--- src/rtl/fp_mul_pkg.sv ---
// fp_mul_pkg: number formats and saturation limits for fp_mul.
// Shared by fp_mul and its fx_resize instances.
package fp_mul_pkg;

    localparam int NB_A    = 16;
    localparam int NBF_A   = 14;
    localparam int NB_B    = 12;
    localparam int NBF_B   = 11;
    localparam int NB_FR   = NB_A + NB_B;
    localparam int NBF_FR  = NBF_A + NBF_B;

    localparam int NB_OVF  = 12;
    localparam int NBF_OVF = 11;
    localparam int NB_SAT  = 11;
    localparam int NBF_SAT = 10;
    localparam int NB_RND  = 9;
    localparam int NBF_RND = 8;

    localparam logic [NB_SAT-1:0] SAT_MAX = 11'h3FF;
    localparam logic [NB_SAT-1:0] SAT_MIN = 11'h400;
    localparam logic [NB_RND-1:0] RND_MAX = 9'h0FF;
    localparam logic [NB_RND-1:0] RND_MIN = 9'h100;

endpackage

--- src/rtl/fx_resize.sv ---
// fx_resize: combinational signed fixed-point requantiser.
// Drops fraction bits by floor or round-half-up, then wraps or saturates.
module fx_resize #(
    parameter int NB_IN   = 28,
    parameter int NBF_IN  = 25,
    parameter int NB_OUT  = 12,
    parameter int NBF_OUT = 11,
    parameter int ROUND   = 0,
    parameter int SAT     = 0,
    parameter logic [NB_OUT-1:0] MAX_V = {1'b0, {(NB_OUT-1){1'b1}}},
    parameter logic [NB_OUT-1:0] MIN_V = {1'b1, {(NB_OUT-1){1'b0}}}
) (
    input  logic [NB_IN-1:0]  i_x,
    output logic [NB_OUT-1:0] o_y
);

    localparam int NB_X = NB_IN + 1;
    localparam int SH   = NBF_IN - NBF_OUT;
    // One extra bit of headroom keeps the rounding add from wrapping.
    localparam logic signed [NB_X-1:0] HALF =
        (ROUND != 0) ? (NB_X'(1) << (SH - 1)) : '0;

    logic signed [NB_X-1:0]     w_ext;
    logic signed [NB_X-1:0]     w_add;
    logic signed [NB_X-1:0]     w_shr;
    logic [NB_X-NB_OUT:0]       w_top;
    logic                       w_ovf;

    assign w_ext = {i_x[NB_IN-1], i_x};
    assign w_add = w_ext + HALF;
    assign w_shr = w_add >>> SH;
    assign w_top = w_shr[NB_X-1:NB_OUT-1];
    assign w_ovf = !((&w_top) || !(|w_top));

    // Wrap by default; clamp to the format limits when saturating.
    always_comb begin
        o_y = w_shr[NB_OUT-1:0];
        if ((SAT != 0) && w_ovf) begin
            o_y = w_shr[NB_X-1] ? MIN_V : MAX_V;
        end
    end

endmodule

--- src/rtl/fp_mul.sv ---
// fp_mul: S(16,14) x S(12,11) multiplier with four registered quantisations.
// Define FPMUL_IN_REG_EN to add an input register stage (latency 2).
module fp_mul
    import fp_mul_pkg::*;
(
    input  logic              clk,
    input  logic              i_rst_n,
    input  logic [NB_A-1:0]   i_A,
    input  logic [NB_B-1:0]   i_B,
    output logic [NB_FR-1:0]  o_mulFR,
    output logic [NB_OVF-1:0] o_mulS_trunc_ov,
    output logic [NB_SAT-1:0] o_mulS_trunc_sat,
    output logic [NB_RND-1:0] o_mulS_round_sat
);

    logic signed [NB_A-1:0]  w_a;
    logic signed [NB_B-1:0]  w_b;
    logic signed [NB_FR-1:0] w_ax;
    logic signed [NB_FR-1:0] w_bx;
    logic signed [NB_FR-1:0] w_p;
    logic [NB_OVF-1:0]       w_ov;
    logic [NB_SAT-1:0]       w_sat;
    logic [NB_RND-1:0]       w_rnd;

    logic [NB_FR-1:0]        r_fr;
    logic [NB_OVF-1:0]       r_ov;
    logic [NB_SAT-1:0]       r_sat;
    logic [NB_RND-1:0]       r_rnd;

`ifdef FPMUL_IN_REG_EN
    logic [NB_A-1:0] r_a;
    logic [NB_B-1:0] r_b;

    // Optional operand capture stage.
    always_ff @(posedge clk or negedge i_rst_n) begin
        if (!i_rst_n) begin
            r_a <= '0;
            r_b <= '0;
        end else begin
            r_a <= i_A;
            r_b <= i_B;
        end
    end

    assign w_a = r_a;
    assign w_b = r_b;
`else
    assign w_a = i_A;
    assign w_b = i_B;
`endif

    // The 28-bit product is exact: its magnitude never exceeds 2^26.
    assign w_ax = {{NB_B{w_a[NB_A-1]}}, w_a};
    assign w_bx = {{NB_A{w_b[NB_B-1]}}, w_b};
    assign w_p  = w_ax * w_bx;

    fx_resize #(
        .NB_IN(NB_FR), .NBF_IN(NBF_FR),
        .NB_OUT(NB_OVF), .NBF_OUT(NBF_OVF),
        .ROUND(0), .SAT(0)
    ) u_ov (
        .i_x(w_p),
        .o_y(w_ov)
    );

    fx_resize #(
        .NB_IN(NB_FR), .NBF_IN(NBF_FR),
        .NB_OUT(NB_SAT), .NBF_OUT(NBF_SAT),
        .ROUND(0), .SAT(1),
        .MAX_V(SAT_MAX), .MIN_V(SAT_MIN)
    ) u_sat (
        .i_x(w_p),
        .o_y(w_sat)
    );

    fx_resize #(
        .NB_IN(NB_FR), .NBF_IN(NBF_FR),
        .NB_OUT(NB_RND), .NBF_OUT(NBF_RND),
        .ROUND(1), .SAT(1),
        .MAX_V(RND_MAX), .MIN_V(RND_MIN)
    ) u_rnd (
        .i_x(w_p),
        .o_y(w_rnd)
    );

    // Output register for all four results.
    always_ff @(posedge clk or negedge i_rst_n) begin
        if (!i_rst_n) begin
            r_fr  <= '0;
            r_ov  <= '0;
            r_sat <= '0;
            r_rnd <= '0;
        end else begin
            r_fr  <= w_p;
            r_ov  <= w_ov;
            r_sat <= w_sat;
            r_rnd <= w_rnd;
        end
    end

    assign o_mulFR          = r_fr;
    assign o_mulS_trunc_ov  = r_ov;
    assign o_mulS_trunc_sat = r_sat;
    assign o_mulS_round_sat = r_rnd;

endmodule

--- config.mk ---
export PLATFORM = sky130hd
export DESIGN_NAME = fp_mul
export DESIGN_NICKNAME = d
export VERILOG_FILES = /design/src/rtl/fp_mul_pkg.sv /design/src/rtl/fx_resize.sv /design/src/rtl/fp_mul.sv
export SDC_FILE = /design/constraint.sdc
export NUM_CORES = 1
export LEC_CHECK = 0
export ABC_AREA = 0
export BUFFER_PORTS_ARGS = -buffer_cell sky130_fd_sc_hd__buf_2
export CAP_MARGIN = 0
export CORE_MARGIN = 2
export CORE_UTILIZATION = 45
export CTS_CLUSTER_DIAMETER = 200
export DETAILED_ROUTE_END_ITERATION = 12
export GPL_TIMING_DRIVEN = 1
export SYNTH_ARGS = -nofsm -noshare
export SYNTH_HDL_FRONTEND = slang
export SYNTH_SLANG_ARGS = --single-unit
--- constraint.sdc ---
create_clock -name clk -period 0.8 [get_ports clk]
set_input_delay 0.12 -clock clk [delete_from_list [all_inputs] [get_ports clk]]
set_output_delay 0.12 -clock clk [all_outputs]
set_load 0.01 [all_outputs]
**Word level (Yosys, flattened, before mapping)**

Cells that the tools add are included.
W data, S select, Z words.

- Multiplexer cells: 4
- $add $sub $neg: 1
- $mul: 1
- Reduce and logical (&&, ||, !) cells: 8

Operators with widths:

| operator | number |
|---|---|
| $add A28 B18 Y29 const B | 1 |
| $mul A16 B12 Y28 | 1 |
| $mux W11 | 2 |
| $mux W9 | 2 |
| $reduce_and A4 Y1 | 1 |
| $reduce_or A4 Y1 | 1 |
| $reduce_and A3 Y1 | 1 |
| $reduce_or A3 Y1 | 1 |
| $logic_not A1 Y1 | 2 |
| $logic_or A1 B1 Y1 | 2 |

- Input bits: 30
- Output and inout port bits: 60
- Register bits after elaboration: 60
- Logic and storage cells: 18

**Depth between registers and ports, before layout**

- Depth after elaboration: 6
- Gate-level depth with buffers: 28
- Mapped depth without buffers: 25

**By module**

From an unflattened synthesis, not the netlist that was laid out.

- Cells, all modules: 961
- Area total of the unflattened synthesis: 9,146.3 µm²

By module, submodules not included:

| module | area each (µm²) | times used | cells each | sequential area each (µm²) |
|---|---|---|---|---|
| fp_mul | 8,463.1 | 1 | 865 | 1,501.4 |
| fx_resize (u_rnd) | 366.6 | 1 | 48 | 0.0 |
| fx_resize (u_sat) | 226.5 | 1 | 36 | 0.0 |
| fx_resize (u_ov) | 90.1 | 1 | 12 | 0.0 |

**Worst setup path after synthesis**

Ideal clock, no wire load.

- Path kind: input to register
- From: in i_A[15]
- To: reg r_rnd[0] (netlist: o_mulS_round_sat[0])
- Arrival: 6,013 ps
- Cell stages on the path: 22
- Data required time: 715 ps
- Setup time: 85 ps
- Setup slack: -5,298 ps
- Path buffers: 1
- Path through: clkbuf_1 > nand2_1 > fa_1 > inv_1 > fa_1 > inv_1 > fa_1 > inv_1 > fa_1 > inv_1 > fa_1 > inv_1 > ha_1 > o21a_1 > o21a_1 > o22ai_1 > xor2_1 > nor3_1 > o211ai_2 > a21oi_2 > nor4_4 > mux2i_1

- Cells in the longest elaborated chain, start to end: 6
- Elaborated cells between the ends (all ways): 8
- Classes of those cells: 1 x add/sub; 1 x mul; 2 x mux; 4 x reduce/logical

RTL lines:

| what | RTL line | source |
|---|---|---|
| start, declared | fp_mul.sv:8 | `input logic [NB_A-1:0] i_A,` |
| $mul A16 B12 Y28 * | fp_mul.sv:55 | `assign w_p = w_ax * w_bx;` |
| $add A28 B18 Y29 * | fx_resize.sv:30 | `assign w_add = w_ext + HALF;` |
| $reduce_or A4 Y1 | fx_resize.sv:33 | `assign w_ovf = !((&w_top) \|\| !(\|w_top));` |
| $logic_not A1 Y1 | fx_resize.sv:33 |  |
| $logic_or A1 B1 Y1 | fx_resize.sv:33 |  |
| $mux W9 * | fx_resize.sv:38 | `if ((SAT != 0) && w_ovf) begin` |
| net u_rnd.o_y[0] | fx_resize.sv:14 | `output logic [NB_OUT-1:0] o_y` |
| end signal, assigned | fp_mul.sv:97 | `r_rnd <= w_rnd;` |
| end, declared | fp_mul.sv:28 | `logic [NB_RND-1:0] r_rnd;` |

Mark *: on every way through the listed nets, which the timed path passes. The rest lies on a longest branch.

**Worst setup path in the final report**

- From: in i_B[11]
- To: reg r_rnd[7] (netlist: o_mulS_round_sat[7])

- Cells in the longest elaborated chain, start to end: 6
- Elaborated cells between the ends (all ways): 8
- Classes of those cells: 1 x add/sub; 1 x mul; 2 x mux; 4 x reduce/logical

RTL lines:

| what | RTL line | source |
|---|---|---|
| start, declared | fp_mul.sv:9 | `input logic [NB_B-1:0] i_B,` |
| $mul A16 B12 Y28 * | fp_mul.sv:55 |  |
| $add A28 B18 Y29 * | fx_resize.sv:30 |  |
| $reduce_or A4 Y1 | fx_resize.sv:33 |  |
| $logic_not A1 Y1 | fx_resize.sv:33 |  |
| $logic_or A1 B1 Y1 | fx_resize.sv:33 |  |
| $mux W9 * | fx_resize.sv:38 |  |
| net u_rnd.o_y[7] | fx_resize.sv:14 |  |

Marks and branches as above.

==> metrics.md <==
| Metric | Value |
|---|---|
| Final #Nets | 1,522 |
| CP startpoint kind | input pin |
| Final-report hold violation count | 0 |
| Die footprint | 21,400 sq um |
| Hold Crit Class | in -> reg |
| Antenna viol nets, final | 0 |
| Worst-margin pin slew | 0.479 ns |
| First-pass GRT wire length | 39,900 microns |
| CTS root buf | clkbuf_16 |
| Starting DRT DRC Count | 258 |
| Starting Density | 45.4% |
| Place WS | -5.56 ns |
| Failing checks | negative setup slack |
| Pin count of the biggest net entering global routing | 49 |
| Number of cells produced by synthesis | 988 |
| GR Util All Layers | 23.3% |
| Ys flop type | dfrtp_1 |
| Die Ht | 146 microns |
| Setup slack after layout | -4.95 ns |
| Post-synthesis async set-or-reset flop share | 100% |
| Met2 Usage GRT | 44.3% |
| # clock sinks | 48 |
| Hold EP | o_mulFR[0] |
| Met1 usage | 27.8% |
| Worst Path Required | 1.01 ns |
| Most used cell, CP | fa_1 |
| Unrepaired setup endpoints after global routing | yes |
| DRC errors left | 0 |
| Vias in the first global route | 8,255 |
| Fin crit share | 719% |
| CP max FO | 8 |
| Fillers | 1,623 |
| GRT Max-Usage Layer | met2 |
| Mapped Nets | 1,256 |
| Yosys reg bits | 48 |
| Routability congestion estimate | 0.902 |
| Vias per cell | 4.86 |
| Max-slew violation count | 0 |
| Placed wire-length estimate | 18,300 microns |
| Core area | 20,000 sq um |
| Rel. slew slack | 67.8% |
| Fin crit period | 5.75 ns |
| Yosys warnings | 0 |
| Wirelength per Cell | 15.7 microns |
| Synth cell types | 65 |
| H-tree depth | 2 |
| WS Path Type | in -> reg |
| Stages on the worst setup path | 27 |
| # port buffers | 89 |
| Critical path endpoint category | flop |
| Count of final setup violators | 107 |
| CTS Buf Count | 5 |
| Via total after detailed routing | 7,409 |
| Clock Path Buffers | 2 |
| Layout area overhead | 45.9% |
| # Max-Cap Violations | 0 |
| Status | finished with violations |
| Met3 Use GR | 2.25% |
| Hold path cells | 3 |
| FP Rows | 52 |
| Worst Hold Launch | i_A[0] |
| Total grt overflow | 0 |
| Drt first pass iters | 4 |
| Crit path launch | i_B[11] |
| Clk slew on worst S/H paths | 0.06 ns |
| CP top delay family | adder cells |
| Max stage delay cell, worst path | fa_2 |
| Initial antenna violation count | 0 |
| Post-Synthesis Cell Area | 9100 sq um |
| Sequential fraction of the synthesis area | 13.2% |
| CP max stage delay | 0.56 ns |
| IO Count | 90 |
| DRT Wirelength | 23,900 microns |
| CTS tree | built |
| Fmax | 174 MHz |
| Die Wd | 146 microns |
| Antenna Cells | 0 |
| Share of post-route cells with drive strength above 1 | 44.1% |
| Syn Area/Cell | 9.21 sq um |
| Post-synth EDFFs | 0 |
| WP buf/inv | 9 |
| Critical Path AT | 5.96 ns |
## cell type report
cell class	instances	area (sq um)	share of cell area [%]
Clock inverter	2	15.0	0.113
Sequential cell	48	1200	9.05
Clock buffer	6	139	1.05
Tap cell	270	338	2.55
Inverter	242	917	6.91
Timing Repair Buffer	312	2710	20.4
Multi-Input combinational cell	645	7960	59.9
## cell usage in the layout (no fill, tap or decap), types with 26 or more instances in the layout
| cell type | netlist | layout |
|---|---|---|
| ha_4 | 0 | 33 |
| inv_2 | 0 | 38 |
| buf_6 | 1 | 68 |
| dfrtp_1 | 48 | 48 |
| buf_2 | 8 | 64 |
| ha_1 | 60 | 26 |
| and2_1 | 58 | 42 |
| fa_1 | 178 | 162 |
| nand2_1 | 139 | 108 |
| buf_4 | 12 | 153 |
| inv_1 | 242 | 201 |
## registers in the layout, summed over array words and instances (netlist names)
signal,cells
o_mulS_round_sat,9
o_mulFR,17
o_mulS_trunc_ov,11
o_mulS_trunc_sat,11
## metrics by stage
step | std cells | hold WS, ns | TNS (ns) | area (sq um) | util [%]
floorplan | 988 | -0.176 | -170.21 | 9770 | -
global placement | 1455 | 0.120 | -197.51 | 11200 | 55.7
detailed placement | 1455 | 0.122 | -198.56 | 11200 | 55.7
CTS | 1499 | 0.322 | -182.70 | 12600 | 63.1
global route | 1525 | 0.342 | -189.24 | 13300 | 66.2
finish | 1525 | 0.331 | -181.98 | 13300 | 66.2
## repair_timing
item	in CTS	in global routing
hold buffers	1	0
endpoints found under the hold margin	48	0
gates cloned	1	0
endpoints found under the setup margin	107	107
setup buffers	35	34
pin swaps	91	73
resized for setup	232	113
## how the worst max path moves through the flow
stage / end / slack [ns]
6_report: o_mulS_round_sat[7] / -4.95
5_1_grt: o_mulS_round_sat[7] / -5.08
4_1_cts: o_mulS_round_sat[5] / -4.94
3_5_place_dp: o_mulS_round_sat[5] / -5.56
3_3_place_gp: o_mulS_round_sat[2] / -5.51
2_1_floorplan: o_mulS_round_sat[0] / -4.95
## synth_stat cells (all sizes together) (3+ instances only)
cell type	n	area, sq um
nor3	11	76.3
nand3	8	40.0
o21a	3	22.5
o21ai	20	100
a21oi	26	153
xor2	3	26.3
inv	242	908
nand4	3	18.8
xnor2	29	280
fa	178	3560
and3	6	42.5
dfrtp	48	1200
a2111oi	3	45.1
nand2	139	522
o31ai	3	36.3
or3	3	18.8
clkbuf	32	121
o211ai	6	50.1
nor2	22	82.6
buf	21	141
and2	59	369
a21o	10	75.1
mux2i	9	90.1
and4	3	26.3
nor2b	3	18.8
ha	60	751
nand2b	10	62.6
## cell families (layout without fill, tap and decap cells)
| group | count (synthesis) | after routing | share of synthesized area [%] |
|---|---|---|---|
| buffers and inverters | 295 | 562 | 12.9 |
| xor gates and xnor gates | 32 | 32 | 3.37 |
| muxes | 9 | 9 | 0.990 |
| adders and majority gates | 238 | 238 | 47.4 |
| DFF | 48 | 48 | 13.2 |
| and+or+nand+nor | 279 | 279 | 15.3 |
| AOI/OAI and AO/OA | 87 | 87 | 6.82 |
## routing by layer
metal	share of wire [%]	routed length (microns)	vias up
met5	0	0	-
met3	3.3	780	45
li1	-	-	3478
met1	39	9280	3743
met4	2.7	653	0
met2	55	13200	143
Power is left out: the tool's default activity adds up to more than one toggle a clock period on the data nets, which glitch-free logic cannot reach.
